## src/rtl/logic_op_arbiter_if.sv

```systemverilog
// Request and result channels between four requesters and the shared
// bitwise logic unit.
interface logic_op_arbiter_if #(
  parameter int WIDTH = 8
);
  logic [3:0]         req_valid;
  logic [3:0]         req_ready;
  logic [11:0]        req_op;
  logic [4*WIDTH-1:0] req_a;
  logic [4*WIDTH-1:0] req_b;
  logic               res_valid;
  logic               res_ready;
  logic [WIDTH-1:0]   res_data;
  logic [1:0]         res_id;
  logic               res_err;

  modport master (
    output req_valid,
    output req_op,
    output req_a,
    output req_b,
    output res_ready,
    input  req_ready,
    input  res_valid,
    input  res_data,
    input  res_id,
    input  res_err
  );

  modport slave (
    input  req_valid,
    input  req_op,
    input  req_a,
    input  req_b,
    input  res_ready,
    output req_ready,
    output res_valid,
    output res_data,
    output res_id,
    output res_err
  );
endinterface

```

## src/rtl/logic_op_arbiter.sv

```systemverilog
// Round-robin shared bitwise logic unit for four requesters with a
// registered valid/ready result channel and saturating statistics.
module logic_op_arbiter #(
  parameter int WIDTH = 8,
  parameter int CNT_W = 16
) (
  input  logic             clk,
  input  logic             rst,
  logic_op_arbiter_if.slave bus,
  output logic [CNT_W-1:0] op_count,
  output logic [CNT_W-1:0] err_count
);

  localparam logic [1:0] IDLE = 2'd0;
  localparam logic [1:0] EXEC = 2'd1;
  localparam logic [1:0] HOLD = 2'd2;

  localparam logic [2:0] OP_AND  = 3'd0;
  localparam logic [2:0] OP_OR   = 3'd1;
  localparam logic [2:0] OP_NOT  = 3'd2;
  localparam logic [2:0] OP_NAND = 3'd3;
  localparam logic [2:0] OP_NOR  = 3'd4;
  localparam logic [2:0] OP_XOR  = 3'd5;
  localparam logic [2:0] OP_XNOR = 3'd6;

  localparam logic [CNT_W-1:0] CNT_ONE = 1;
  localparam logic [CNT_W-1:0] CNT_MAX = '1;

  logic [1:0]       state;
  logic [1:0]       ptr;
  logic [1:0]       gnt;
  logic [1:0]       cand;
  logic             found;
  logic             take;
  logic [2:0]       sel_op;
  logic [WIDTH-1:0] sel_a;
  logic [WIDTH-1:0] sel_b;
  logic [2:0]       op_q;
  logic [WIDTH-1:0] a_q;
  logic [WIDTH-1:0] b_q;
  logic [1:0]       id_q;
  logic [WIDTH-1:0] alu;
  logic             alu_err;

  // Scan from ptr+3 down to ptr so the nearest valid requester wins.
  always_comb begin
    found = 1'b0;
    gnt   = ptr;
    cand  = ptr;
    for (int k = 3; k >= 0; k--) begin
      cand = ptr + 2'(k);
      if (bus.req_valid[cand]) begin
        found = 1'b1;
        gnt   = cand;
      end
    end
  end

  assign take = (state == IDLE) && found && !rst;

  always_comb begin
    bus.req_ready = '0;
    if (take) begin
      bus.req_ready[gnt] = 1'b1;
    end
  end

  always_comb begin
    sel_op = bus.req_op[3*int'(gnt) +: 3];
    sel_a  = bus.req_a[WIDTH*int'(gnt) +: WIDTH];
    sel_b  = bus.req_b[WIDTH*int'(gnt) +: WIDTH];
  end

  always_comb begin
    alu     = '0;
    alu_err = 1'b0;
    unique case (op_q)
      OP_AND:  alu = a_q & b_q;
      OP_OR:   alu = a_q | b_q;
      OP_NOT:  alu = ~a_q;
      OP_NAND: alu = ~(a_q & b_q);
      OP_NOR:  alu = ~(a_q | b_q);
      OP_XOR:  alu = a_q ^ b_q;
      OP_XNOR: alu = ~(a_q ^ b_q);
      default: alu_err = 1'b1;
    endcase
  end

  always_ff @(posedge clk or posedge rst) begin
    if (rst) begin
      state         <= IDLE;
      ptr           <= 2'd0;
      op_q          <= 3'd0;
      a_q           <= '0;
      b_q           <= '0;
      id_q          <= 2'd0;
      bus.res_valid <= 1'b0;
      bus.res_data  <= '0;
      bus.res_id    <= 2'd0;
      bus.res_err   <= 1'b0;
      op_count      <= '0;
      err_count     <= '0;
    end else begin
      unique case (state)
        IDLE: begin
          if (take) begin
            op_q  <= sel_op;
            a_q   <= sel_a;
            b_q   <= sel_b;
            id_q  <= gnt;
            ptr   <= gnt + 2'd1;
            state <= EXEC;
          end
        end
        EXEC: begin
          bus.res_data  <= alu;
          bus.res_err   <= alu_err;
          bus.res_id    <= id_q;
          bus.res_valid <= 1'b1;
          state         <= HOLD;
        end
        HOLD: begin
          if (bus.res_ready) begin
            bus.res_valid <= 1'b0;
            if (op_count != CNT_MAX) begin
              op_count <= op_count + CNT_ONE;
            end
            if (bus.res_err && err_count != CNT_MAX) begin
              err_count <= err_count + CNT_ONE;
            end
            state <= IDLE;
          end
        end
        default: state <= IDLE;
      endcase
    end
  end

endmodule

```

## src/flat_wrapper.sv

```systemverilog
// flat-port wrapper written by rule: the top's interface ports become plain ports
module logic_op_arbiter_flat 
#(
  parameter int WIDTH = 8,
  parameter int CNT_W = 16
)
  (clk, rst, op_count, err_count, bus_req_valid, bus_req_op, bus_req_a, bus_req_b, bus_res_ready, bus_req_ready, bus_res_valid, bus_res_data, bus_res_id, bus_res_err);
  logic_op_arbiter_if #(.WIDTH(WIDTH)) bus_i ();
  input  logic clk;
  input  logic rst;
  output logic [CNT_W-1:0] op_count;
  output logic [CNT_W-1:0] err_count;
  input wire logic [$bits(bus_i.req_valid)-1:0] bus_req_valid;
  input wire logic [$bits(bus_i.req_op)-1:0] bus_req_op;
  input wire logic [$bits(bus_i.req_a)-1:0] bus_req_a;
  input wire logic [$bits(bus_i.req_b)-1:0] bus_req_b;
  input wire logic [$bits(bus_i.res_ready)-1:0] bus_res_ready;
  output wire logic [$bits(bus_i.req_ready)-1:0] bus_req_ready;
  output wire logic [$bits(bus_i.res_valid)-1:0] bus_res_valid;
  output wire logic [$bits(bus_i.res_data)-1:0] bus_res_data;
  output wire logic [$bits(bus_i.res_id)-1:0] bus_res_id;
  output wire logic [$bits(bus_i.res_err)-1:0] bus_res_err;
  assign bus_i.req_valid = bus_req_valid;
  assign bus_i.req_op = bus_req_op;
  assign bus_i.req_a = bus_req_a;
  assign bus_i.req_b = bus_req_b;
  assign bus_i.res_ready = bus_res_ready;
  assign bus_req_ready = bus_i.req_ready;
  assign bus_res_valid = bus_i.res_valid;
  assign bus_res_data = bus_i.res_data;
  assign bus_res_id = bus_i.res_id;
  assign bus_res_err = bus_i.res_err;
  logic_op_arbiter #(.WIDTH(WIDTH), .CNT_W(CNT_W)) u_core (.clk(clk), .rst(rst), .bus(bus_i), .op_count(op_count), .err_count(err_count));
endmodule
```

## config.mk

```make
export PLATFORM = sky130hd
export DESIGN_NAME = logic_op_arbiter_flat
export DESIGN_NICKNAME = d
export VERILOG_FILES = /design/src/rtl/logic_op_arbiter_if.sv /design/src/rtl/logic_op_arbiter.sv /design/src/flat_wrapper.sv
export SDC_FILE = /design/constraint.sdc
export NUM_CORES = 1
export LEC_CHECK = 0
export CAP_MARGIN = 25
export CORE_MARGIN = 4
export CORE_UTILIZATION = 45
export DETAILED_ROUTE_END_ITERATION = 16
export PLACE_DENSITY = 0.84
export SLEW_MARGIN = 30
export SYNTH_ARGS = -nofsm -noshare
export SYNTH_HDL_FRONTEND = slang
export SYNTH_SLANG_ARGS = --single-unit
```

## constraint.sdc

```tcl
create_clock -name clk -period 7.4 [get_ports clk]
set_clock_uncertainty 0.15 [all_clocks]
set_input_delay 1.85 -clock clk [delete_from_list [all_inputs] [get_ports clk]]
set_output_delay 1.85 -clock clk [all_outputs]
set_load 0.05 [all_outputs]
```

# --- Yosys cells after proc, flatten, opt, wreduce, memory -nomap -nowiden ---
# Cells that the tools add are included.
classes:
  n_addsub: 6
  n_mul: 1
  n_div: 0
  order_cmp: 6
  n_eq_ne: 12
  shifts: 3
  n_mux: 26
  n_bitwise: 7
  reduce_logical: 14
op_table:
  columns: ["op", "n"]
  rows:
  - ["variable part select 32 x 6 -> 8 bit", 2]
  - ["one-hot mux 8 bit (7 select lines)", 1]
  - ["adder 16 x 1 -> 16 bit (second input constant)", 2]
  - ["!= test 16 bit (second input constant)", 2]
  - ["NOT 8 bit", 4]
  - ["variable part select 12 x 32 -> 3 bit", 1]
  - ["less-than comparator 2 x 3 -> 1 bit (second input constant)", 5]
  - ["2-to-1 mux 2 bit", 6]
  - ["2-to-1 mux 1 bit", 11]
  - ["equality test 3 bit (second input constant)", 3]
  - ["bitwise AND 8 bit", 1]
  - ["binary-select mux 1 bit (select 2 bit)", 4]
  - ["OR 8 bit", 1]
  - ["bitwise XOR 8 bit", 1]
  - ["OR reduction 7 bit", 1]
  - ["equality test 3 x 2 -> 1 bit (second input constant)", 2]
  - ["one-hot mux 2 bit (3 select lines)", 1]
  - ["AND reduction 2 bit", 3]
  - ["AND reduction 3 bit", 2]
  - ["adder 2 x 1 -> 2 bit (second input constant)", 2]
  - ["adder 2 bit (second input constant)", 2]
  - ["logical AND 1 bit", 4]
  - ["multiplier 2 x 2 -> 4 bit (first input constant)", 1]
  - ["2-to-1 mux 4 bit", 1]
  - ["12 further kinds", 12]
totals:
  regBits: 69
  latchBits: 0
  ramBits: 0
  rom_bits: 0
  inputBits: 83
  out_inout_bits: 48
  elab_cells: 87
  n_memories: 0

# --- Depth between registers and ports, before layout ---
# Gate-level depths: netlist of run 1.
depth:
  depth_word: 12
  depth_mapped: 8
  ltp_nobuf: 7

# --- Least setup slack after synthesis of run 1 ---
# No wires, ideal clock.
synth_timing:
  path_type: "input-to-output"
  start: "input port bus_req_valid[2]"
  end: "output port bus_req_ready[0]"
  arrival_ns: 3.154
  t_required_ns: 5.400
  path_slack_ns: 2.246
  cell_stages: 7
  n_path_buf: 1
  path_cell_list: "nor2b_1 o21a_1 or2_1 inv_2 buf_2 ha_1 and2_1"
synth_via:
  elab_chain_len: 11
  word_cells_on_any_way: 24
  cone_classes: "order compare: 2; mux: 19; reduce/logical: 3"
synth_rtl:
  columns: ["element", "line_no", "rtl"]
  rows:
  - ["start: declaration", "flat_wrapper.sv:13", "input wire logic [$bits(bus_i.req_valid)-1:0] bus_req_valid;"]
  - ["binary-select mux 1 bit (select 2 bit)", "logic_op_arbiter.sv:52", "if (bus.req_valid[cand]) begin"]
  - ["2-to-1 mux 1 bit (not written as such)", "logic_op_arbiter.sv:52", null]
  - ["2-to-1 mux 2 bit (4 in series)", "logic_op_arbiter.sv:52", null]
  - ["less-than comparator 2 x 3 -> 1 bit (not written as such) / greater-or-equal comparator 2 x 1 -> 1 bit (equally long branches)", "logic_op_arbiter.sv:64", "bus.req_ready[gnt] = 1'b1;"]
  - ["logical AND 1 bit (not written as such)", "logic_op_arbiter.sv:64", null]
  - ["2-to-1 mux 1 bit (not written as such)", "logic_op_arbiter.sv:64", null]
  - ["demux 1 bit (select 2 bit)", null, null]
  - ["2-to-1 mux 4 bit *", "logic_op_arbiter.sv:63", "if (take) begin"]
  - ["end: declaration", "flat_wrapper.sv:18", "output wire logic [$bits(bus_i.req_ready)-1:0] bus_req_ready;"]
# Every way passes the cells marked *; elsewhere a longest branch is shown, timed or not. The select of a mux whose other input is x is not followed.

# --- Worst setup path after layout of run 1 ---
layout_timing:
  start: "input port bus_req_valid[1]"
  end: "output port bus_req_ready[1]"
# Same word-level chain as after synthesis.

==> results of run 1 <==
[flip-flops by register name, summed over array words and instances, names as in the netlist]
name                  count
u_core.bus.res_id         2
u_core.err_count         16
u_core.bus.res_valid      1
u_core.a_q                8
u_core.bus.res_data       8
u_core.op_count          16
u_core.id_q               2
u_core.bus.res_err        1
u_core.b_q                8
u_core.op_q               3
u_core.ptr                2
u_core.state              2
[cells in the mapped netlist (2+ instances only)]
cell type  instances  area, µm²
nor2_1            11       41.3
nor2b_1            4       25.0
nor4_1             2       12.5
a211oi_2          10        125
buf_4              2       15.0
xor2_1             6       52.6
ha_1              22        275
a21oi_1            8       40.0
a22o_1             3       26.3
inv_1             59        221
inv_2              2       7.51
mux2i_1            9       90.1
and4_1             3       26.3
a211oi_1          29        218
and2_1             4       25.0
dfrtp_1           69       1730
buf_6              6       67.6
nor3_1             4       20.0
nor3b_1            2       15.0
o31ai_2           18        225
buf_2             19       95.1
mux2_1             2       22.5
xnor2_1           22        193
o22a_1             2       17.5
nand4_1            8       50.1
o21a_1             4       30.0
nand2b_1           9       56.3
nand2_1           44        165
a31oi_1           39        244
o32a_1             2       20.0
and3_1             5       31.3
o21ai_0           11       55.1
o221ai_1           5       43.8
clkbuf_1           8       30.0
o211ai_1           3       22.5
and3b_1            3       26.3
mux2_2            11        124
nand3_1           14       70.1
[per-stage QoR]
stage	power (µW)	std cells	setup slack (ns)	instance area [µm²]	hold WS (ns)
after floorplan	1550	510	2.25	4800	0.296
after global placement	1790	747	1.29	6100	0.313
after detailed placement	1850	747	1.22	6100	0.323
after CTS	2160	763	1.20	6310	0.341
after global routing	2310	763	1.00	6310	0.377
final	2140	763	1.18	6310	0.337
[worst paths after layout]
kind / start / depth (start not counted) / endpoint
setup / recovery: bus_req_valid[1] / 7 / bus_req_ready[1]
hold / removal: u_core.bus.res_valid$_DFFE_PP0P_ / 2 / u_core.bus.res_valid$_DFFE_PP0P_
min in group asynchronous: rst / 3 / u_core.bus.res_id[0]$_DFFE_PP0P_
max in group asynchronous: rst / 3 / u_core.op_q[1]$_DFFE_PP0P_
setup reg to reg: u_core.ptr[0]$_DFFE_PP0P_ / 8 / u_core.op_q[1]$_DFFE_PP0P_
hold reg to reg: u_core.bus.res_valid$_DFFE_PP0P_ / 2 / u_core.bus.res_valid$_DFFE_PP0P_
[layout make-up]
class	instances	area share [%]
tap	136	2.70
timing repair buffer	137	21.3
multi-input combinational	343	41.7
clock buffer	11	2.24
inverter	62	3.69
clock inverter	5	0.951
sequential	69	27.4
[report_power, final]
group | total, µW | internal (µW) | switching, µW
registers | 665 | 495 | 170
logic | 1170 | 502 | 672
clock network | 305 | 165 | 139
[routing by layer]
metal	track usage [%]	vias up	wire length, µm
met5	0	-	0
met4	4.38	0	82
met3	4.97	7	911
met2	30.8	158	5540
met1	25.7	1976	5400
li1	-	2059	-
[logic make-up after synthesis]
family,Yosys count
compound gates,144
simple gates,126
buf+inv,98
flops,69
xor+xnor,28
mux,23
fa+ha+maj,22
[worst min-delay path: cells and delay by family (launching register included)]
family	cells	cell delay, ns
flip-flops	1	0.35
AND/OR/NAND/NOR	2	0.10
==> results by group, run 1 <==
Outcome
  – Status: finished clean

Clock tree
  – Clock transition at path regs: 0.07 ns
  – Maximum clock insertion buffer count: 2
  – CTS root buf: clkbuf_8
  – Post-CTS setup buffer count: 0
  – CTS Sinks: 69
  – Num CTS Buffers: 9
  – H-tree depth reported by CTS: 3
  – Post-cts gate resize count: 0
  – Clock Latency Late Sink: 0.34 ns
  – CTS Hold Bufs: 0
  – CTS tree: yes

Detailed routing
  – Residual DRC: 0
  – DRT Wirelength: 11900 µm
  – Routed Antenna Nets: 0
  – WL per Instance: approximately 16 µm
  – Initial DRC Count: between 200 and 250
  – DRT Pass-1 Iters: 4
  – Vias/cell: 5.50
  – DR vias: 4200

Synth
  – Post-synth ARST share: 100%
  – Top FF cell, synth: dfrtp_1
  – Yosys warns: 0
  – EDFF count, synth: 0
  – Seq/Total Area, Yosys: 36.0%
  – Syn Std Cell Area: 4800 µm²
  – Synthesis-stage register bit count: between 60 and 70
  – Post-Synth Simple-Gate Area: around 15%
  – Largest family of logic cells by synthesized area: compound AO/OA/AOI/OAI gates
  – Avg Synthesized Cell Area: approximately 9.4 µm²
  – Post-synthesis cell type count: 64
  – Mux contribution to synthesized area: under 10%
  – Post-Synth Adder-Cell Area: between 5 and 6%
  – Syn Nets: approximately 600
  – Gate Count Post-Synth: 510
  – Xor and xnor fraction of the mapped netlist area: under 10%
  – Post-synthesis compound-gate area fraction: 24.0%

Finish
  – Area occupied by multi-input gates: 2630 µm²
  – Layout cells sized above 1: about an eighth
  – Most common cell after layout, fill and taps aside: clkdlybuf4s50_1
  – Ant. Diodes: 0
  – Fill cell count: roughly 880
  – Commonest non-fill, non-tap cells in the layout: 126 x clkdlybuf4s50_1, 67 x dfrtp_1, 58 x inv_1, 44 x nand2_1, 39 x a31oi_1
  – Nets: 727
  – Post-Route Utilization: 60.9%
  – Area growth syn-to-layout: 31.4%
  – Register area: 1730 µm²

Global route
  – Initial antenna violation count: 0
  – Gr usage total: 19.0%
  – Total gr overflow: 0
  – Vias in the first global route: between 4000 and 5000
  – First-pass GRT wire length: 19800 µm
  – Largest net degree at the start of global routing: 70

Worst hold path
  – Hold Crit Class: register to register

Critical path
  – Top Family by Delay on Critical Path: buffers and inverters
  – Required @ worst endpoint: between 5 and 6 ns
  – Crit path max fanout: 42
  – CP max stage cell: clkdlybuf4s50_1
  – CP bufs+invs: 4
  – WP data arrival: 4.22 ns
  – CP endpoint kind: output port
  – Crit path kind: input pin to output port
  – Crit-path cells: clkdlybuf4s50_1 -> nor4_1 -> or4_1 -> buf_4 -> clkinv_1 -> and2_1 -> buf_4
  – R2r setup slk: 5.04 ns
  – Most frequent CP cell: buf_4
  – Largest stage delay on the critical path: 0.47 ns
  – Startpoint Class: input pin

Floorplan
  – Die span in x: between 100 and 150 µm
  – Die area: 12400 µm²
  – CORE AREA: 10400 µm²
  – Die height: 111 µm
  – Initial Util: 46.3%
  – Std cell rows: 37
  – I/O Pins: 131

Timing
  – Final setup viols: 0
  – Final hold vios: 0
  – Least-Margin Pin Slew: 0.828 ns
  – Fmax: approximately 160 MHz
  – Max-slew headroom: around 45%
  – Setup tns final: 0 ns
  – Fin crit share: 84.1%
  – RSZ-0062 raised after global routing: false
  – Tmin final: 6.22 ns
  – Fin. max-slew vios: 0

Power and ir drop
  – VDD IR max: 0.000156 V
  – Power per cell area: 340 nW/µm²
  – P_leak: 0.00271 µW

Placed design
  – RePlAce Congestion: 0.845
  – HPWL after DPL: approximately 9500 µm
  – I/O Buffers: between 100 and 150

Flow run
  – Max-cap check violation count: 0
Power figures use the tool's default switching activity.
==> run 2: changes to the inputs <==
--- a/config.mk
+++ b/config.mk
@@ -9,7 +9,7 @@
 export CORE_MARGIN = 4
 export CORE_UTILIZATION = 45
 export DETAILED_ROUTE_END_ITERATION = 16
-export PLACE_DENSITY = 0.84
+export PLACE_DENSITY = 0.87
 export SLEW_MARGIN = 30
 export SYNTH_ARGS = -nofsm -noshare
 export SYNTH_HDL_FRONTEND = slang
==> constraint.sdc (replaced) <==
create_clock -name clk -period 5.05 [get_ports clk]
set_clock_uncertainty 0.15 [all_clocks]
set_input_delay 1.2625 -clock clk [delete_from_list [all_inputs] [get_ports clk]]
set_output_delay 1.2625 -clock clk [all_outputs]
set_load 0.05 [all_outputs]
==> run 2 against run 1 <==
Clock-buffer cell count shrank 2. Wire length is 1.0% lower. Core utilization grew 0.36 points. First-iteration DRC count rose by 6.2%. Combinational power up 49%.
==> results by group, run 2 (synthesis results as in run 1) <==
Outcome
  – Status: finished clean

Power and ir drop
  – P_leak: 0.00274 µW (+1.1%)
  – Power per cell area: 511 nW/µm² (+50%)
  – VDD IR max: 0.000375 V (+140%)

Critical path
  – R2R cell count: 4 (-4)
  – CP max stage cell: clkdlybuf4s50_1
  – Crit path max fanout: 10 (-76%)
  – CP endpoint: bus_req_ready[0]
  – Reg-to-Reg End: u_core.bus.res_data[5]$_DFFE_PP0P_
  – Worst R2R Start: u_core.op_q[1]$_DFFE_PP0P_
  – Critical path startpoint: bus_req_valid[1]
  – Crit path kind: input pin to output port
  – R2r setup slk: 2.75 ns (-2.29 ns)
  – WP data arrival: 3.03 ns (-1.19 ns)
  – Largest stage delay on the critical path: 0.47 ns (about the same)
  – CP endpoint kind: output port
  – Crit-path cells: clkdlybuf4s50_1 -> nor4_1 -> or4_1 -> clkinv_1 -> and2_1 -> buf_4
  – Startpoint Class: input pin
  – Required @ worst endpoint: 3.64 ns (-1.76 ns)

Flow run
  – Max-cap check violation count: 0 (unchanged)

Timing
  – Fin. max-slew vios: 0 (unchanged)
  – Setup tns final: 0 ns (unchanged)
  – Final setup viols: 0 (unchanged)
  – Fin crit share: between 80 and 90%
  – Fmax: 225 MHz
  – Worst setup margin: 0.606 ns (-0.573 ns)
  – Final hold vios: 0 (unchanged)
  – Least-Margin Pin Slew: 0.941 ns (+0.113 ns)
  – RSZ-0062 raised after global routing: false
  – Tmin final: 4.44 ns
  – Max-slew headroom: 37.3% (-7.5 points)

Detailed routing
  – DRT Wirelength: 11800 µm (-1.0%)
  – Routed Antenna Nets: 0 (unchanged)
  – Initial DRC Count: 241 (+6.2%)
  – WL per Instance: 15.5 µm (-1.1%)
  – Residual DRC: 0 (unchanged)
  – DRT Pass-1 Iters: 5 (+1)
  – DR vias: 4236 (+0.86%)
  – Vias/cell: 5.54 (+0.73%)

Clock tree
  – Maximum clock insertion buffer count: 2 (unchanged)
  – CTS Hold Bufs: 0 (unchanged)
  – CTS tree: yes
  – Post-cts gate resize count: 0 (unchanged)
  – Post-CTS setup buffer count: 0 (unchanged)
  – CTS root buf: clkbuf_8
  – CTS Sinks: 69 (unchanged)
  – H-tree depth reported by CTS: 3 (unchanged)
  – Clock transition at path regs: 0.07 ns (about the same)
  – Num CTS Buffers: 9 (unchanged)
  – Clock Latency Late Sink: 0.34 ns (about the same)

Global route
  – Vias in the first global route: 4294 (+5.1%)
  – Total gr overflow: 0 (unchanged)
  – Gr usage total: 18.8% (-0.22 points)
  – Initial antenna violation count: 0 (unchanged)
  – Largest net degree at the start of global routing: 42 (-40%)
  – First-pass GRT wire length: 19800 µm (-0.31%)

Finish
  – Ant. Diodes: 0 (unchanged)
  – Area growth syn-to-layout: 32.2%
  – Most common cell after layout, fill and taps aside: clkdlybuf4s50_1
  – Commonest non-fill, non-tap cells in the layout: 126 x clkdlybuf4s50_1, 69 x dfrtp_1, 58 x inv_1, 44 x nand2_1, 39 x a31oi_1
  – Layout cells sized above 1: 13.1% (-0.021 points)
  – Top Registers: u_core.err_count: 16 flops, u_core.op_count: 16 flops
  – Nets: 728 (+0.14%)

Placed design
  – HPWL after DPL: 9200 µm (-2.8%)
  – Pre-CTS setup slack: 0.632 ns (-0.584 ns)
  – RePlAce Congestion: 0.905 (+7.1%)
  – I/O Buffers: 130 (unchanged)

Floorplan
  – Die span in x: 111 µm (unchanged)
  – I/O Pins: 131 (unchanged)
  – Initial Util: 46.3% (unchanged)
  – Die height: 111 µm (unchanged)
  – CORE AREA: 10400 µm² (unchanged)
  – Std cell rows: 37 (unchanged)
  – Die area: 12400 µm² (unchanged)

Worst hold path
  – Hold Crit Class: register to register
## run 2: cell count changes in the layout (fill, tap and decap cells not counted), sizes merged
cell,before,now
bufinv,1,3
clkbuf,11,9
clkinvlp,1,0
clkinv,4,5
buf,11,12
## run 2: worst max-delay path: cells and delay by family
kind,cells,cell delay [ns]
buffers and inverters,3,0.91
AND/OR/NAND/NOR,3,0.86
## run 2: how the worst min path moves through the flow
| stage | depth (start not counted) | slack, ns | start | end |
|---|---|---|---|---|
| floorplan | 1 | 0.30 | u_core.id_q[1]$_DFFE_PP0P_ | u_core.id_q[1]$_DFFE_PP0P_ |
| global placement | 1 | 0.32 | u_core.id_q[1]$_DFFE_PP0P_ | u_core.id_q[1]$_DFFE_PP0P_ |
| detailed placement | 1 | 0.32 | u_core.id_q[1]$_DFFE_PP0P_ | u_core.id_q[1]$_DFFE_PP0P_ |
| CTS | 1 | 0.34 | u_core.id_q[1]$_DFFE_PP0P_ | u_core.id_q[1]$_DFFE_PP0P_ |
| global route | 1 | 0.36 | u_core.op_count[14]$_DFFE_PP0P_ | u_core.op_count[14]$_DFFE_PP0P_ |
| finish | 2 | 0.34 | u_core.bus.res_data[0]$_DFFE_PP0P_ | u_core.bus.res_data[0]$_DFFE_PP0P_ |
## run 2: routing by layer
layer,track usage [%],vias up,wire length [µm]
li1,-,2062,-
met1,23.4,1972,5130
met2,31.9,186,5500
met3,5.19,16,995
met4,5.76,0,175
met5,0,-,0
## run 2: area by class of cell
cell class	count	area [µm²]
Clock buffer	9	124
Clock inverter	7	114
Fill cell	862	4020
Inverter	62	233
Multi-Input combinational cell	343	2630
Sequential cell	69	1730
Tap cell	136	170
Timing Repair Buffer	138	1350
## run 2: power breakdown
part | switching [µW] | internal, µW
registers | 246 | 724
logic | 994 | 743
clock network | 211 | 326
## run 2: stage by stage
step                      hold slack, ns  cell area, µm²  power, µW  util [%]  cells
after global routing               0.364            6350       3480      61.2    764
after floorplan                    0.296            4800       2260         -    510
after global placement             0.315            6110       2640      58.9    748
final                              0.336            6350       3250      61.2    764
after detailed placement           0.323            6110       2720      58.9    748
after CTS                          0.341            6350       3270      61.2    764
==> run 3: changes to the inputs <==
--- a/config.mk
+++ b/config.mk
@@ -9,7 +9,8 @@
 export CORE_MARGIN = 4
 export CORE_UTILIZATION = 45
 export DETAILED_ROUTE_END_ITERATION = 16
-export PLACE_DENSITY = 0.87
+export DONT_BUFFER_PORTS = 1
+export PLACE_DENSITY = 0.71
 export SLEW_MARGIN = 30
 export SYNTH_ARGS = -nofsm -noshare
 export SYNTH_HDL_FRONTEND = slang
==> run 3 against run 2 <==
Cell area shrank 21%. Combinational power fell by 30%. Wire length decreased by 4.8%. Sequential share of layout area rose by 7.1 points. Die area stayed put. Clock power is 5.9% lower. Non-clock buffer count is 131 lower. Register-to-register slack got worse by 0.07 ns. Final cell count shrank 17%. Via count shrank 12%. First-iteration DRC count up 8.3%. Critical path type unchanged. Critical endpoint is now bus_req_ready[1].
==> results by group, run 3 (synthesis results as in run 1) <==
Outcome
  – Status: finished clean

Detailed routing
  – Residual DRC: 0 (unchanged)
  – Vias/cell: 5.92 (+6.8%)
  – Routed Antenna Nets: 0 (unchanged)
  – WL per Instance: 17.8 µm (+15%)
  – DRT Wirelength: 11200 µm (-4.8%)
  – DRT Pass-1 Iters: 4 (-1)
  – Initial DRC Count: 261 (+8.3%)
  – DR vias: 3741 (-12%)

Finish
  – Post-Route Utilization: 48.6% (-13 points)
  – Layout cells sized above 1: 15.7% (+2.7 points)
  – Nets: 597 (-18%)
  – Area growth syn-to-layout: 4.92%
  – Final instance area: 5040 µm² (-21%)
  – Commonest non-fill, non-tap cells in the layout: 67 x dfrtp_1, 58 x inv_1, 44 x nand2_1, 39 x a31oi_1, 29 x a211oi_1
  – Top Registers: u_core.err_count: 16 flops, u_core.op_count: 16 flops
  – Ant. Diodes: 0 (unchanged)
  – Most common cell after layout, fill and taps aside: dfrtp_1

Global route
  – Vias in the first global route: 3726 (-13%)
  – Largest net degree at the start of global routing: 46 (+9.5%)
  – Total gr overflow: 0 (unchanged)
  – Gr usage total: 18.5% (-0.31 points)
  – Initial antenna violation count: 0 (unchanged)
  – First-pass GRT wire length: 19000 µm (-4.0%)

Clock tree
  – Post-CTS setup buffer count: 0 (unchanged)
  – Maximum clock insertion buffer count: 2 (unchanged)
  – CTS Hold Bufs: 0 (unchanged)
  – CTS Sinks: 69 (unchanged)
  – Clock transition at path regs: 0.08 ns (about the same)
  – CTS tree: yes
  – Num CTS Buffers: 9 (unchanged)
  – H-tree depth reported by CTS: 3 (unchanged)
  – Clock Latency Late Sink: 0.34 ns (about the same)
  – CTS root buf: clkbuf_8
  – Post-cts gate resize count: 0 (unchanged)

Placed design
  – I/O Buffers: 0 (-100%)
  – Post-DP Area: 4810 µm² (-21%)
  – RePlAce Congestion: 0.867 (-4.2%)
  – HPWL after DPL: 8630 µm (-6.2%)

Worst hold path
  – Hold Crit Class: register to register

Timing
  – Max-slew headroom: 46.5% (+9.2 points)
  – Fin. max-slew vios: 0 (unchanged)
  – Final setup viols: 0 (unchanged)
  – Hold slack: 0.337 ns (+0.000956 ns)
  – Least-Margin Pin Slew: 0.802 ns (-0.138 ns)
  – Tmin final: 4.23 ns (-0.213 ns)
  – Fin crit share: 83.8% (-4.2 points)
  – Final hold vios: 0 (unchanged)
  – Fmax: 236 MHz (+5.0%)
  – RSZ-0062 raised after global routing: false
  – Setup tns final: 0 ns (unchanged)

Power and ir drop
  – P_leak: 0.00222 µW (-19%)
  – Power per cell area: 593 nW/µm² (+16%)
  – VDD IR max: 0.000501 V (+34%)

Critical path
  – CP max stage cell: and2_1
  – Required @ worst endpoint: 3.64 ns (about the same)
  – CP endpoint kind: output port
  – Startpoint Class: input pin
  – Crit path max fanout: 21 (+11)
  – Crit-path cells: nor2b_1 -> o21a_1 -> or2_1 -> inv_2 -> ha_1 -> and2_1
  – WP data arrival: 2.82 ns (-0.21 ns)
  – Largest stage delay on the critical path: 0.44 ns (-0.03 ns)
  – Crit path kind: input pin to output port

Floorplan
  – Die span in x: 111 µm (unchanged)
  – Std cell rows: 37 (unchanged)
  – Die area: 12400 µm² (unchanged)
  – I/O Pins: 131 (unchanged)
  – CORE AREA: 10400 µm² (unchanged)
  – Initial Util: 46.3% (unchanged)
  – Die height: 111 µm (unchanged)

Flow run
  – Max-cap check violation count: 0 (unchanged)
==> run 3: cell types whose count changed in the layout (fill, tap and decap cells not counted), moves of 2 or more <==
cell,change
clkinv_2,-2
clkinvlp_4,+2
clkdlybuf4s50_1,-126
dfrtp_2,+2
buf_4,-5
dfrtp_1,-2
==> run 3: final timing paths <==
kind,from,endpoint,slack (ns),cells after the start
hold reg to reg,u_core.id_q[1]$_DFFE_PP0P_,u_core.id_q[1]$_DFFE_PP0P_,0.34,1
setup reg to reg,u_core.op_count[4]$_DFFE_PP0P_,u_core.op_count[1]$_DFFE_PP0P_,2.68,5
setup / recovery,bus_req_valid[2],bus_req_ready[1],0.82,6
hold / removal,u_core.id_q[1]$_DFFE_PP0P_,u_core.id_q[1]$_DFFE_PP0P_,0.34,1
max in group asynchronous,rst,u_core.err_count[11]$_DFFE_PP0P_,3.17,2
min in group asynchronous,rst,u_core.bus.res_id[1]$_DFFE_PP0P_,0.74,1
==> run 3: layer usage <==
metal	routed length [µm]	track usage (%)	vias to the layer above
li1	-	-	1804
met1	4960	23.8	1781
met2	5150	29.0	139
met3	883	6.17	17
met4	241	7.14	0
met5	0	0	-
==> run 3: where the power goes <==
group / leakage, µW / internal, µW / total [µW] / switching (µW)
clock network: 0.000105 / 291 / 506 / 215
logic: 0.00122 / 552 / 1220 / 669
registers: 0.000886 / 720 / 1260 / 540
==> run 3: cell type report <==
class                   count  area (µm²)
multi-input cells         343        2630
well taps                 136         170
flip-flops and latches     69        1730
clock inverters             5        83.8
fillers                   988        5330
repair buffers              7        52.6
inverters                  62         234
clock buffers              10         138
==> run 3: per-stage QoR <==
step	std cells	setup slack [ns]	power, µW
after floorplan	510	1.07	2260
after CTS	632	0.815	3020
after global routing	632	0.709	3240
after detailed placement	617	0.821	2510
after global placement	617	0.864	2430
final	632	0.820	2990
==> run 3: critical path: cells and delay by family <==
kind            cells  cell delay (ns)
compound gates      1             0.17
simple gates        3             0.80
fa+ha+maj           1             0.23
buf+inv             1             0.36
